## config.mk

```make
export PLATFORM = sky130hd
export DESIGN_NAME = riscv_dp_fetch_buf
export DESIGN_NICKNAME = d
export VERILOG_FILES = /design/src/rtl/riscv_dp_fetch_buf.sv
export SDC_FILE = /design/constraint.sdc
export NUM_CORES = 1
export LEC_CHECK = 0
export CORE_MARGIN = 2
export CORE_UTILIZATION = 44
export CTS_BUF_LIST = sky130_fd_sc_hd__clkbuf_2
export DETAILED_ROUTE_END_ITERATION = 12
export HOLD_SLACK_MARGIN = 0.08
export PLACE_DENSITY = 0.63
export SYNTH_ARGS = -nofsm -noshare
export SYNTH_HDL_FRONTEND = slang
export SYNTH_SLANG_ARGS = --single-unit
```

## constraint.sdc

```tcl
create_clock -name iclk -period 9.8 [get_ports iclk]
set_clock_uncertainty 0.05 [all_clocks]
set_input_delay 2.45 -clock iclk [delete_from_list [all_inputs] [get_ports iclk]]
set_output_delay 2.45 -clock iclk [all_outputs]
set_load 0.005 [all_outputs]
```

## src/rtl/riscv_dp_fetch_buf.sv

```systemverilog
// Fetch stage with an MP_DEPTH-entry prefetch queue; up to MP_DEPTH requests outstanding.
// Head visible 2 cycles after a grant with 1-cycle memory; decode stalls via iready, and requests throttle on queue credit.
module riscv_dp_fetch_buf #(
    parameter int                     MP_PC_WIDTH    = 32,
    parameter int                     MP_INSTR_WIDTH = 32,
    parameter int                     MP_DEPTH       = 4,
    parameter logic [MP_PC_WIDTH-1:0] MP_RESET_PC    = '0
) (
    input  logic                      iclk,
    input  logic                      irst_n,
    output logic                      oimem_req,
    output logic [MP_PC_WIDTH-1:0]    oimem_addr,
    input  logic                      iimem_gnt,
    input  logic                      iimem_rvalid,
    input  logic [MP_INSTR_WIDTH-1:0] iimem_rdata,
    input  logic                      iredirect,
    input  logic [MP_PC_WIDTH-1:0]    iredirect_pc,
    output logic                      ovalid,
    output logic [MP_INSTR_WIDTH-1:0] oinstr,
    output logic [MP_PC_WIDTH-1:0]    opc,
    output logic [MP_PC_WIDTH-1:0]    opc_plus4,
    input  logic                      iready
);
    localparam int AW = $clog2(MP_DEPTH);
    localparam int CW = AW + 1;
    localparam logic [MP_PC_WIDTH-1:0] PC_STEP = MP_PC_WIDTH'(4);
    localparam logic [CW:0]            DEPTH_C = (CW+1)'(MP_DEPTH);

    typedef struct packed {
        logic [MP_INSTR_WIDTH-1:0] instr;
        logic [MP_PC_WIDTH-1:0]    pc;
    } entry_t;

    entry_t                 mem_q [MP_DEPTH];
    entry_t                 head;
    logic [MP_PC_WIDTH-1:0] fetch_pc_q, fetch_pc_d;
    logic [MP_PC_WIDTH-1:0] rsp_pc_q, rsp_pc_d;
    logic [CW-1:0]          count_q, count_d;
    logic [CW-1:0]          inflight_q, inflight_d;
    logic [CW-1:0]          drop_q, drop_d;
    logic [AW-1:0]          wptr_q, wptr_d;
    logic [AW-1:0]          rptr_q, rptr_d;
    logic [CW:0]            credit;
    logic                   accept, rsp_drop, rsp_keep, push, pop;

    // Credit counts queued plus outstanding words, so a kept response always has a slot.
    assign credit    = {1'b0, count_q} + {1'b0, inflight_q};
    assign oimem_req = ~iredirect && (credit < DEPTH_C);
    assign oimem_addr = fetch_pc_q;
    assign accept    = oimem_req && iimem_gnt;
    assign rsp_drop  = iimem_rvalid && (drop_q != '0);
    assign rsp_keep  = iimem_rvalid && (drop_q == '0) && (inflight_q != '0);
    assign push      = rsp_keep && !iredirect;
    assign ovalid    = (count_q != '0);
    assign pop       = ovalid && iready && !iredirect;

    assign head      = mem_q[rptr_q];
    assign oinstr    = ovalid ? head.instr : '0;
    assign opc       = ovalid ? head.pc : '0;
    assign opc_plus4 = opc + PC_STEP;

    always_comb begin
        fetch_pc_d = fetch_pc_q;
        rsp_pc_d   = rsp_pc_q;
        count_d    = count_q;
        inflight_d = inflight_q;
        drop_d     = drop_q;
        wptr_d     = wptr_q;
        rptr_d     = rptr_q;
        if (iredirect) begin
            fetch_pc_d = iredirect_pc;
            rsp_pc_d   = iredirect_pc;
            count_d    = '0;
            wptr_d     = '0;
            rptr_d     = '0;
            inflight_d = '0;
            // Everything still outstanding becomes stale, minus a response retired this cycle.
            drop_d     = drop_q + inflight_q - CW'(rsp_drop | rsp_keep);
        end else begin
            if (accept) begin
                fetch_pc_d = fetch_pc_q + PC_STEP;
            end
            if (push) begin
                wptr_d   = wptr_q + AW'(1);
                rsp_pc_d = rsp_pc_q + PC_STEP;
            end
            if (pop) begin
                rptr_d = rptr_q + AW'(1);
            end
            count_d    = count_q + CW'(push) - CW'(pop);
            inflight_d = inflight_q + CW'(accept) - CW'(push);
            drop_d     = drop_q - CW'(rsp_drop);
        end
    end

    always_ff @(posedge iclk or negedge irst_n) begin
        if (!irst_n) begin
            fetch_pc_q <= MP_RESET_PC;
            rsp_pc_q   <= MP_RESET_PC;
            count_q    <= '0;
            inflight_q <= '0;
            drop_q     <= '0;
            wptr_q     <= '0;
            rptr_q     <= '0;
        end else begin
            fetch_pc_q <= fetch_pc_d;
            rsp_pc_q   <= rsp_pc_d;
            count_q    <= count_d;
            inflight_q <= inflight_d;
            drop_q     <= drop_d;
            wptr_q     <= wptr_d;
            rptr_q     <= rptr_d;
        end
    end

    always_ff @(posedge iclk) begin
        if (push) begin
            mem_q[wptr_q] <= '{instr: iimem_rdata, pc: rsp_pc_q};
        end
    end
endmodule

```

==> impl_metrics.py <==
metrics = {
    "sta": {
        "timing.fmax_ghz": 0.135,
        "setup_viol": 0,
        "hold_ws_ns": 0.478,
        "slew_viol_final": 0,
        "fin_crit_ns": 7.42,
        "relSlewSlack_pct": 33.3,
        "worst_slew_pin_slew_ns": 1.00,
        "fin_crit_sh_pct": 75.8,
        "finalSetupTns_ns": 0,
        "hold_violations": 0,
        "rsz0062_at_grt": "no",
    },
    "global_route": {
        "globalRouteTotalUtil_pct": 19.9,
        "grt_pass1_vias": 10100,
        "gr-total-overflow": 0,
        "antenna_found_initial": 1,
        "grt_first_pass_wirelength_um": 55800,
        "grt_start_max_net_pins": 67,
    },
    "route": {
        "viasPerCell": 5.42,
        "met3_length_um": 2750,
        "routedWlPerCell_um": 19.7,
        "wl_met2_um": 15700,
        "drt_iter0_markers": 727,
        "wirelength_um": 35900,
        "wl_met1_um": 16800,
        "ant_nets": 0,
        "dr_total_vias": 9889,
        "highest_layer": "met4",
        "drc": 0,
        "firstDrtPassIters": 5,
    },
    "placed_design": {
        "dpl-instance-area_sq_um": 17700,
        "dp_hpwl_um": 23400,
        "gp_congestion": 0.840,
        "port_buffers": 199,
    },
    "synthesis": {
        "synth_seq_area_share_pct": 62.8,
        "async_flop_share_pct": 23.1,
        "synth_nets": 1150,
        "syn_inst": 1059,
        "synth_edf_count": 256,
        "synth.yosys.warnings": 0,
        "ys.flop_type": "edfxtp_1",
        "mappedNetlistArea_sq_um": 15300,
        "syn_avg_cell_area_sq_um": 14.5,
        "synth_seq_cells": 333,
        "yosys.cell_types.count": 68,
    },
    "setup_path": {
        "r2r-start": "inflight_q[1]",
        "start_kind": "flip-flop",
        "cp_data_required_time_ns": 7.30,
        "r2r-end": "oimem_addr[23]",
        "cp.arrival_ns": 4.92,
        "critPathKind": "flip-flop to output port",
        "endpoint_kind": "output port",
        "ff2ff_path_depth": 9,
        "r2r_setup_slack_ns": 6.71,
        "path_max_fanout": 57,
    },
    "clock_tree": {
        "cts_tree": "built",
        "clock_latency_ns": 0.87,
        "htreeDepth": 3,
        "cts_resized": 0,
        "cts_max_path_buffers": 3,
        "ctsHoldBuffers": 0,
        "cts_buffers": 84,
        "clockRootBuffer": "clkbuf_2",
        "clock_sinks": 333,
        "cts_post_setup_buffers_inserted": 0,
        "clkTransAtPathRegs_ns": 0.10,
    },
    "worst_hold_path": {
        "holdPathStages": 0,
        "hold_end": "mem_q[2][0]",
        "hp-start": "rsp_pc_q[0]",
        "hp-class": "flip-flop to flip-flop",
    },
    "power_and_ir_drop": {
        "p_clk_share_pct": 25.0,
        "leakagePower_nw": 6.48,
        "vdd_ir_drop_max_mv": 0.102,
        "intPower_w": 0.00257,
        "share_comb_of_total_power_pct": 28.9,
        "seqPwrFrac_pct": 46.2,
        "p_sw_share_pct": 31.1,
        "netSwitchingPower_w": 0.00116,
        "powerDensity_nw_per_um2": 202,
    },
    "finish": {
        "area_growth_pct": 20.6,
        "final_area_sq_um": 18500,
        "fin_nets": 1400,
        "drive_gt1_share_pct": 17.1,
        "fillCellCount": 2965,
    },
    "floorplan": {
        "dieHeight_um": 191,
        "ios": 200,
        "start_util_pct": 44.6,
        "rows": 68,
        "chipWidth_um": 191,
        "die_area_sq_um": 36300,
        "core_sq_um": 34400,
    },
    "status": {
        "outcome": "finished, final reports clean",
    },
    "run": {
        "max_cap_violations": 0,
    },
}
-- flip-flops by register name (all words and copies together), names as in the netlist --
register    count
count_q         3
rptr_q          2
oimem_addr     32
wptr_q          2
drop_q          3
mem_q         256
rsp_pc_q       32
inflight_q      3
-- power groups by stage --
stage / Clock (W) / Sequential, W / Combinational [W]
5_1_grt: 0.00104 / 0.00174 / 0.00117
3_3_place_gp: 0 / 0.00175 / 0.00108
3_5_place_dp: 0 / 0.00175 / 0.00109
6_report: 0.000930 / 0.00172 / 0.00108
4_1_cts: 0.000967 / 0.00172 / 0.00109
2_1_floorplan: 0 / 0.00168 / 0.000640
-- cell usage in the layout (no fill, tap or decap), drive strengths merged, types with 25 or more instances in the layout --
cell,instances
and2,69
o21ai,51
edfxtp,256
clkinv,25
clkbuf,116
nand3,43
mux4,64
xor2,34
clkdlybuf4s50,197
dfrtp,77
nor2,54
nand2,98
inv,33
xnor2,38
-- cells by family after synthesis --
family | count (synthesis) | synth area share, %
buffers and inverters | 79 | 2.57
flip-flops | 333 | 62.8
AND/OR/NAND/NOR | 363 | 12.9
XOR/XNOR | 72 | 4.12
multiplexers | 86 | 11.3
adder cells (fa/ha/maj) | 21 | 1.86
AO/OA/AOI/OAI | 105 | 4.50
-- how the worst max path moves through the flow --
stage	startpoint	end	slack, ns	depth (start not counted)
6_report	rptr_q[0]	opc_plus4[22]	2.38	8
5_1_grt	rptr_q[0]	opc_plus4[31]	2.00	7
4_1_cts	rptr_q[0]	opc_plus4[22]	2.19	8
3_5_place_dp	rptr_q[0]	opc_plus4[22]	3.17	8
3_3_place_gp	rptr_q[0]	opc_plus4[22]	3.19	8
2_1_floorplan	iredirect	oimem_req	4.42	2
-- worst max-delay path, stage by stage, from the launching register on --
cell and delay, ns:
dfrtp_4 1.01, buf_4 0.80, mux4_1 0.45, and3_1 0.22
o2111a_2 0.30, nand3b_4 0.18, or3_1 0.42, xnor2_1 0.15
clkdlybuf4s50_1 0.53
-- synthesized netlist by cell type, types with 5 or more instances --
master	instances	area [sq um]
nand3_1	42	210
nand4_1	16	100
nand3b_1	5	37.5
mux4_1	13	342
mux2_2	17	191
buf_2	13	65.1
mux2i_1	5	50.1
xor2_1	34	298
nor3_1	13	65.1
o211ai_1	11	82.6
buf_4	7	52.6
nand2_1	98	368
inv_1	32	120
dfrtp_1	77	1930
and3_1	11	68.8
a21oi_1	11	55.1
clkbuf_1	19	71.3
and2_1	68	425
edfxtp_1	256	7690
mux4_2	51	1150
and4_1	5	43.8
o21ai_0	50	250
nor2_1	53	199
nand4b_1	7	61.3
ha_1	18	225
o311ai_0	13	114
nor4_1	9	56.3
nor2b_1	5	31.3
xnor2_1	38	333
-- routing by layer --
metal	track usage, %	vias up
met5	0	-
met4	7.13	0
met3	4.29	56
met2	29.4	420
met1	29.3	4842
li1	-	4571
-- final cells by class --
| class | count | area (sq um) | share of cell area [%] |
|---|---|---|---|
| diodes | 2 | 5.00 | 0.0271 |
| clock buffers | 116 | 581 | 3.14 |
| clock inverters | 30 | 189 | 1.02 |
| inverters | 33 | 124 | 0.671 |
| multi-input cells | 647 | 5320 | 28.8 |
| flip-flops and latches | 333 | 9620 | 52.1 |
| well taps | 455 | 569 | 3.08 |
| repair buffers | 210 | 2070 | 11.2 |
-- through the flow --
| stage | std cells | worst slack [ns] | power [W] | utilization [%] |
|---|---|---|---|---|
| global route | 1826 | 2.00 | 0.00395 | 53.7 |
| detailed placement | 1678 | 3.17 | 0.00284 | 51.5 |
| finish | 1826 | 2.38 | 0.00373 | 53.7 |
| global placement | 1678 | 3.19 | 0.00283 | 51.5 |
| CTS | 1824 | 2.19 | 0.00378 | 53.7 |
| floorplan | 1059 | 4.42 | 0.00232 | - |
(Power assumes the default switching activity.)
